**config.mk**
```make
export PLATFORM = sky130hd
export DESIGN_NAME = image_rom_arbiter
export DESIGN_NICKNAME = d
export VERILOG_FILES = /design/src/rtl/image_rom_arbiter.sv
export SDC_FILE = /design/constraint.sdc
export NUM_CORES = 1
export LEC_CHECK = 0
export CAP_MARGIN = 20
export CORE_MARGIN = 4
export CORE_UTILIZATION = 38
export CTS_BUF_LIST = sky130_fd_sc_hd__clkbuf_4
export DETAILED_ROUTE_END_ITERATION = 8
export PLACE_DENSITY_LB_ADDON = 0.15
export SLEW_MARGIN = 20
export SYNTH_ARGS = -nofsm -noshare
export SYNTH_HDL_FRONTEND = slang
export SYNTH_SLANG_ARGS = --single-unit
```
**constraint.sdc**
```tcl
create_clock -name clk -period 1.19 [get_ports clk]
set_input_delay 0.238 -clock clk [delete_from_list [all_inputs] [get_ports clk]]
set_output_delay 0.238 -clock clk [all_outputs]
set_load 0.005 [all_outputs]
```
**src/rtl/image_rom_arbiter.sv**
```systemverilog
// image_rom_arbiter: round-robin sharing of one synchronous image ROM between two pixel requesters.
// Latency: grant is combinational; rd_valid/rd_rgb appear ROM_LATENCY+2 cycles after the grant.
// Backpressure: none inside; a requester holds req/addr stable until it sees its gnt.
//
// Ports:
//   clk, rst_n          clock, asynchronous active-low reset
//   req0/addr0/gnt0     requester 0 request, address {y[5:0],x[5:0]}, combinational grant
//   rd_valid0/rd_rgb0   registered one-cycle return pulse and RGB for requester 0
//   req1 ... rd_rgb1    same for requester 1
//   rom_address         registered ROM address
//   rom_rgb             ROM data, valid ROM_LATENCY cycles after rom_address changes
module image_rom_arbiter #(
  parameter int ROM_LATENCY = 1
) (
  input  logic        clk,
  input  logic        rst_n,
  input  logic        req0,
  input  logic [11:0] addr0,
  output logic        gnt0,
  output logic        rd_valid0,
  output logic [11:0] rd_rgb0,
  input  logic        req1,
  input  logic [11:0] addr1,
  output logic        gnt1,
  output logic        rd_valid1,
  output logic [11:0] rd_rgb1,
  output logic [11:0] rom_address,
  input  logic [11:0] rom_rgb
);

  // Tracking pipeline depth: one stage for the address register plus the ROM latency.
  localparam int PL = ROM_LATENCY + 1;

  logic          last_id_q, last_id_d;
  logic [11:0]   rom_address_q, rom_address_d;
  logic [PL-1:0] vld_q, vld_d;
  logic [PL-1:0] id_q, id_d;
  logic          rd_valid0_q, rd_valid0_d;
  logic          rd_valid1_q, rd_valid1_d;
  logic [11:0]   rd_rgb0_q, rd_rgb0_d;
  logic [11:0]   rd_rgb1_q, rd_rgb1_d;

  logic gnt0_c, gnt1_c, any_gnt;
  logic exit0, exit1;

  // Arbitration. last_id_q=1 means requester 1 won last, so requester 0 wins a tie.
  // Grants are suppressed while reset is asserted.
  always_comb begin
    gnt0_c = 1'b0;
    gnt1_c = 1'b0;
    if (rst_n) begin
      if (req0 && req1) begin
        gnt0_c = last_id_q;
        gnt1_c = ~last_id_q;
      end else begin
        gnt0_c = req0;
        gnt1_c = req1;
      end
    end
  end

  assign any_gnt = gnt0_c | gnt1_c;

  // A tracked read leaves the last stage in the same cycle its ROM data is valid.
  assign exit0 = vld_q[PL-1] & ~id_q[PL-1];
  assign exit1 = vld_q[PL-1] &  id_q[PL-1];

  always_comb begin
    last_id_d     = last_id_q;
    rom_address_d = rom_address_q;
    if (any_gnt) begin
      last_id_d     = gnt1_c;
      rom_address_d = gnt1_c ? addr1 : addr0;
    end
    // Pure shift with no stall: entry and exit in one cycle are both handled.
    vld_d       = {vld_q[PL-2:0], any_gnt};
    id_d        = {id_q[PL-2:0], gnt1_c};
    rd_valid0_d = exit0;
    rd_valid1_d = exit1;
    rd_rgb0_d   = exit0 ? rom_rgb : rd_rgb0_q;
    rd_rgb1_d   = exit1 ? rom_rgb : rd_rgb1_q;
  end

  always_ff @(posedge clk or negedge rst_n) begin
    if (!rst_n) begin
      last_id_q     <= 1'b1;
      rom_address_q <= '0;
      vld_q         <= '0;
      id_q          <= '0;
      rd_valid0_q   <= 1'b0;
      rd_valid1_q   <= 1'b0;
      rd_rgb0_q     <= '0;
      rd_rgb1_q     <= '0;
    end else begin
      last_id_q     <= last_id_d;
      rom_address_q <= rom_address_d;
      vld_q         <= vld_d;
      id_q          <= id_d;
      rd_valid0_q   <= rd_valid0_d;
      rd_valid1_q   <= rd_valid1_d;
      rd_rgb0_q     <= rd_rgb0_d;
      rd_rgb1_q     <= rd_rgb1_d;
    end
  end

  assign gnt0        = gnt0_c;
  assign gnt1        = gnt1_c;
  assign rom_address = rom_address_q;
  assign rd_valid0   = rd_valid0_q;
  assign rd_valid1   = rd_valid1_q;
  assign rd_rgb0     = rd_rgb0_q;
  assign rd_rgb1     = rd_rgb1_q;

endmodule

```
==> run_summary.xml <==
<?xml version="1.0" encoding="UTF-8"?>
<metrics>
  <group name="placement">
    <metric name="dpl.hpwl" unit="um">3060</metric>
    <metric name="post-place-ws" unit="ps">-855</metric>
    <metric name="gp_congestion" unit="">0.765</metric>
    <metric name="detailed_place.area" unit="um2">2650</metric>
    <metric name="portBuffers" unit="">79</metric>
    <metric name="dp.cells" unit="">266</metric>
  </group>
  <group name="floorplanning">
    <metric name="die_x_extent" unit="um">75.8</metric>
    <metric name="core-area" unit="um2">4410</metric>
    <metric name="top_level_ports" unit="">80</metric>
    <metric name="die_area" unit="um2">5740</metric>
    <metric name="initial_utilization" unit="%">39.5</metric>
    <metric name="core.rowCount" unit="">24</metric>
    <metric name="floorplan.die.height" unit="um">75.8</metric>
  </group>
  <group name="clock_tree">
    <metric name="cts_tree" unit="">yes</metric>
    <metric name="cts_max_path_buffers" unit="">2</metric>
    <metric name="cts.clk_slew.worst_paths" unit="ps">110</metric>
    <metric name="clock_sinks" unit="">43</metric>
    <metric name="numCtsBuffers" unit="">5</metric>
    <metric name="skew_pair_late_insertion_delay" unit="ps">340</metric>
    <metric name="cts.root.buffer_cell" unit="">sky130_fd_sc_hd__clkbuf_4</metric>
    <metric name="h-tree-depth" unit="">2</metric>
  </group>
  <group name="sta">
    <metric name="final.setup.worst_slack" unit="ps">-245</metric>
    <metric name="min_period_over_period" unit="%">121</metric>
    <metric name="worst_case_clock_skew" unit="ps">9.26</metric>
    <metric name="maxSlewHeadroom" unit="%">72.1</metric>
    <metric name="setup-violations-final" unit="">15</metric>
    <metric name="fin_setup_tns" unit="ps">-2960</metric>
    <metric name="final.min_clock_period" unit="ps">1440</metric>
    <metric name="worst_slew_pin_slew" unit="ps">418</metric>
    <metric name="timing.hold.ws" unit="ps">81.8</metric>
    <metric name="final_max_slew_viol_count" unit="">0</metric>
    <metric name="grt_setup_unrepaired" unit="">true</metric>
    <metric name="timing.final.hold_violations" unit="">0</metric>
    <metric name="max_freq" unit="MHz">697</metric>
  </group>
  <group name="setup_path">
    <metric name="worst_path_largest_cell_delay" unit="ps">560</metric>
    <metric name="rr_worst_depth" unit="">5</metric>
    <metric name="path_cells" unit="">and2_4 -&gt; nor2_2 -&gt; buf_2</metric>
    <metric name="worst-path-max-fanout" unit="">2</metric>
    <metric name="kind_of_critical_path" unit="">reg2out</metric>
    <metric name="worst_ep_required" unit="ps">950</metric>
    <metric name="worst_ep_arrival_time" unit="ps">1200</metric>
    <metric name="critical_path.slowest_cell" unit="">sky130_fd_sc_hd__dfstp_2</metric>
    <metric name="worstSetupEndpointType" unit="">output pin</metric>
    <metric name="cp-start-kind" unit="">register</metric>
  </group>
  <group name="yosys">
    <metric name="synth_top_cell_by_area" unit="">sky130_fd_sc_hd__dfrtp_1</metric>
    <metric name="synth.net_count" unit="">176</metric>
    <metric name="synthCells" unit="">136</metric>
    <metric name="synthTopCellsByArea" unit="">sky130_fd_sc_hd__dfrtp_1, sky130_fd_sc_hd__mux2_2, sky130_fd_sc_hd__or3b_1, sky130_fd_sc_hd__a31oi_1, sky130_fd_sc_hd__o21ai_0</metric>
    <metric name="synth.yosys.seq_area_share" unit="%">61.7</metric>
    <metric name="synth.avg_cell_area" unit="um2">12.8</metric>
    <metric name="synth-edff-count" unit="">0</metric>
    <metric name="netlist-cell-type-count" unit="">17</metric>
    <metric name="synth_top_area_share" unit="%">60.2</metric>
    <metric name="async_flop_share" unit="%">100</metric>
    <metric name="synth.cell_area" unit="um2">1750</metric>
    <metric name="yosys_warnings" unit="">0</metric>
    <metric name="synth-seq-cells" unit="">43</metric>
    <metric name="synth_common_cells" unit="">sky130_fd_sc_hd__dfrtp_1, sky130_fd_sc_hd__mux2_2, sky130_fd_sc_hd__nor2_1</metric>
    <metric name="postSynth.topFlopCell" unit="">sky130_fd_sc_hd__dfrtp_1</metric>
    <metric name="yosysMostFrequentCell" unit="">sky130_fd_sc_hd__dfrtp_1</metric>
  </group>
  <group name="route">
    <metric name="number_of_nets_still_failing_antenna_checks_after_routing" unit="">0</metric>
    <metric name="drt_drc_violations_left" unit="">0</metric>
    <metric name="wl_per_cell" unit="um">15.5</metric>
    <metric name="drt_pass1_iterations" unit="">4</metric>
    <metric name="drt-total-wl" unit="um">4340</metric>
    <metric name="first_iter_violations" unit="">51</metric>
    <metric name="route.vias.total" unit="">1388</metric>
    <metric name="via_density_per_instance" unit="">4.97</metric>
  </group>
  <group name="layout">
    <metric name="antenna_cells" unit="">0</metric>
    <metric name="multi_input_comb_area" unit="um2">667</metric>
    <metric name="nNetsFinal" unit="">266</metric>
    <metric name="final_design_area_no_fill" unit="um2">2660</metric>
    <metric name="sequential_cell_area" unit="um2">1080</metric>
    <metric name="fill_cells" unit="">353</metric>
    <metric name="layoutNonFillerInstCount" unit="">279</metric>
    <metric name="syn_to_final_growth" unit="%">52.3</metric>
    <metric name="layout-drive-gt1-share" unit="%">39.2</metric>
  </group>
  <group name="status">
    <metric name="outcome" unit="">complete, but fails checks</metric>
    <metric name="violations" unit="">negative setup slack</metric>
  </group>
  <group name="global_routing">
    <metric name="largest_net_degree_at_the_start_of_global_routing" unit="">35</metric>
    <metric name="grt_overflow_total" unit="">0</metric>
    <metric name="grt_first_pass_wirelength" unit="um">6510</metric>
    <metric name="gr-usage-all-layers" unit="%">15.4</metric>
    <metric name="antenna_found_initial" unit="">0</metric>
    <metric name="first_global_vias" unit="">1396</metric>
  </group>
  <group name="pwr">
    <metric name="vdd_ir_drop_max" unit="V">0.000597</metric>
    <metric name="p_leak" unit="nW">1.22</metric>
    <metric name="power_per_cell_area" unit="nW/um2">1300</metric>
  </group>
  <group name="hold_path">
    <metric name="min_path_type" unit="">in2async</metric>
  </group>
  <group name="flow_run">
    <metric name="drv.max_cap_violation_count" unit="">0</metric>
  </group>
</metrics>
## layout by cell type, fill, tap and decap left out
cell,count
sky130_fd_sc_hd__nor2_1,12
sky130_fd_sc_hd__inv_1,2
sky130_fd_sc_hd__o21ai_0,12
sky130_fd_sc_hd__clkdlybuf4s50_1,37
sky130_fd_sc_hd__buf_4,6
sky130_fd_sc_hd__dlygate4sd3_1,2
sky130_fd_sc_hd__dlygate4sd2_1,1
sky130_fd_sc_hd__nor2_2,1
sky130_fd_sc_hd__and2_4,1
sky130_fd_sc_hd__mux2_4,12
sky130_fd_sc_hd__a31oi_1,12
sky130_fd_sc_hd__buf_2,39
sky130_fd_sc_hd__clkbuf_16,1
sky130_fd_sc_hd__mux2_2,12
sky130_fd_sc_hd__clkbuf_2,2
sky130_fd_sc_hd__a21oi_1,1
sky130_fd_sc_hd__nand2_1,2
sky130_fd_sc_hd__o22ai_1,1
sky130_fd_sc_hd__dfrtp_1,42
sky130_fd_sc_hd__clkinv_2,1
sky130_fd_sc_hd__bufbuf_16,1
sky130_fd_sc_hd__or3b_1,12
sky130_fd_sc_hd__clkbuf_4,6
sky130_fd_sc_hd__buf_12,4
sky130_fd_sc_hd__nor2b_4,1
sky130_fd_sc_hd__o21a_1,1
sky130_fd_sc_hd__clkinv_1,1
sky130_fd_sc_hd__nand2_4,1
sky130_fd_sc_hd__dfstp_2,1
## sequential cells by signal, summed over array words and instances (netlist names)
register and cells:
vld_q 2, rd_rgb0 12, rom_address 12, rd_valid1 1, rd_valid0 1, id_q 2
last_id_q 1, rd_rgb1 12
## cells by family after synthesis
family,after synthesis,share of synthesized area [%]
flops,43,61.7
buf+inv,12,3.66
compound gates,27,8.82
mux,24,15.5
simple gates,30,10.3
## metal layers
| metal | up-vias | part of all wire, % | wire [um] | GRT usage [%] |
|---|---|---|---|---|
| met5 | - | 0 | 0 | 0 |
| met4 | 0 | 1.1 | 48 | 4.66 |
| met3 | 6 | 8.7 | 376 | 5.94 |
| met2 | 53 | 51 | 2200 | 27.3 |
| met1 | 667 | 40 | 1720 | 16.9 |
| li1 | 662 | - | - | - |
## power breakdown
part	total, mW	switching [mW]	internal [mW]
registers	1.83	0.120	1.71
logic	0.937	0.346	0.590
clock network	0.683	0.438	0.245
## path summary, 6_finish.rpt
| path | start | endpoint | slack, ps |
|---|---|---|---|
| setup reg to reg | last_id_q$_DFFE_PN1P_ | rom_address[2]$_DFFE_PN0P_ | -220 |
| min in group clk | rst_n | id_q[0]$_DFF_PN0_ | 250 |
| hold reg to reg | vld_q[0]$_DFF_PN0_ | vld_q[1]$_DFF_PN0_ | 380 |
| setup / recovery | last_id_q$_DFFE_PN1P_ | gnt1 | -250 |
| max in group asynchronous | rst_n | rom_address[4]$_DFFE_PN0P_ | 320 |
| hold / removal | rst_n | last_id_q$_DFFE_PN1P_ | 80 |
## critical path, delay by kind of cell, from the launching register on
kind          cells  cell delay (ps)
buf+inv           1              120
simple gates      2              180
flops             1              560
## area by class of cell
| cell class | instances | area share, % |
|---|---|---|
| Clock buffer | 6 | 1.69 |
| Clock inverter | 2 | 0.330 |
| Inverter | 2 | 0.282 |
| Multi-Input combinational cell | 81 | 25.1 |
| Sequential cell | 43 | 40.5 |
| Tap cell | 52 | 2.45 |
| Timing Repair Buffer | 93 | 29.6 |
## through the flow
step                utilization (%)  power (mW)
floorplan                         -        2.20
global placement               60.0        2.91
detailed placement             60.0        2.94
CTS                            58.7        3.44
global route                   60.2        3.68
finish                         60.2        3.45
## what timing repair did
item / 4_1_cts / 5_1_grt
setup endpoints to repair: 52 / 28
endpoints found under the hold margin: 42 / 0
pin swaps: 12 / 4
gates resized for setup: 163 / 15
buffers inserted: 1 / 0
cloned: 1 / 1
hold buffers: 2 / 0
Power figures use the tool's default switching activity.
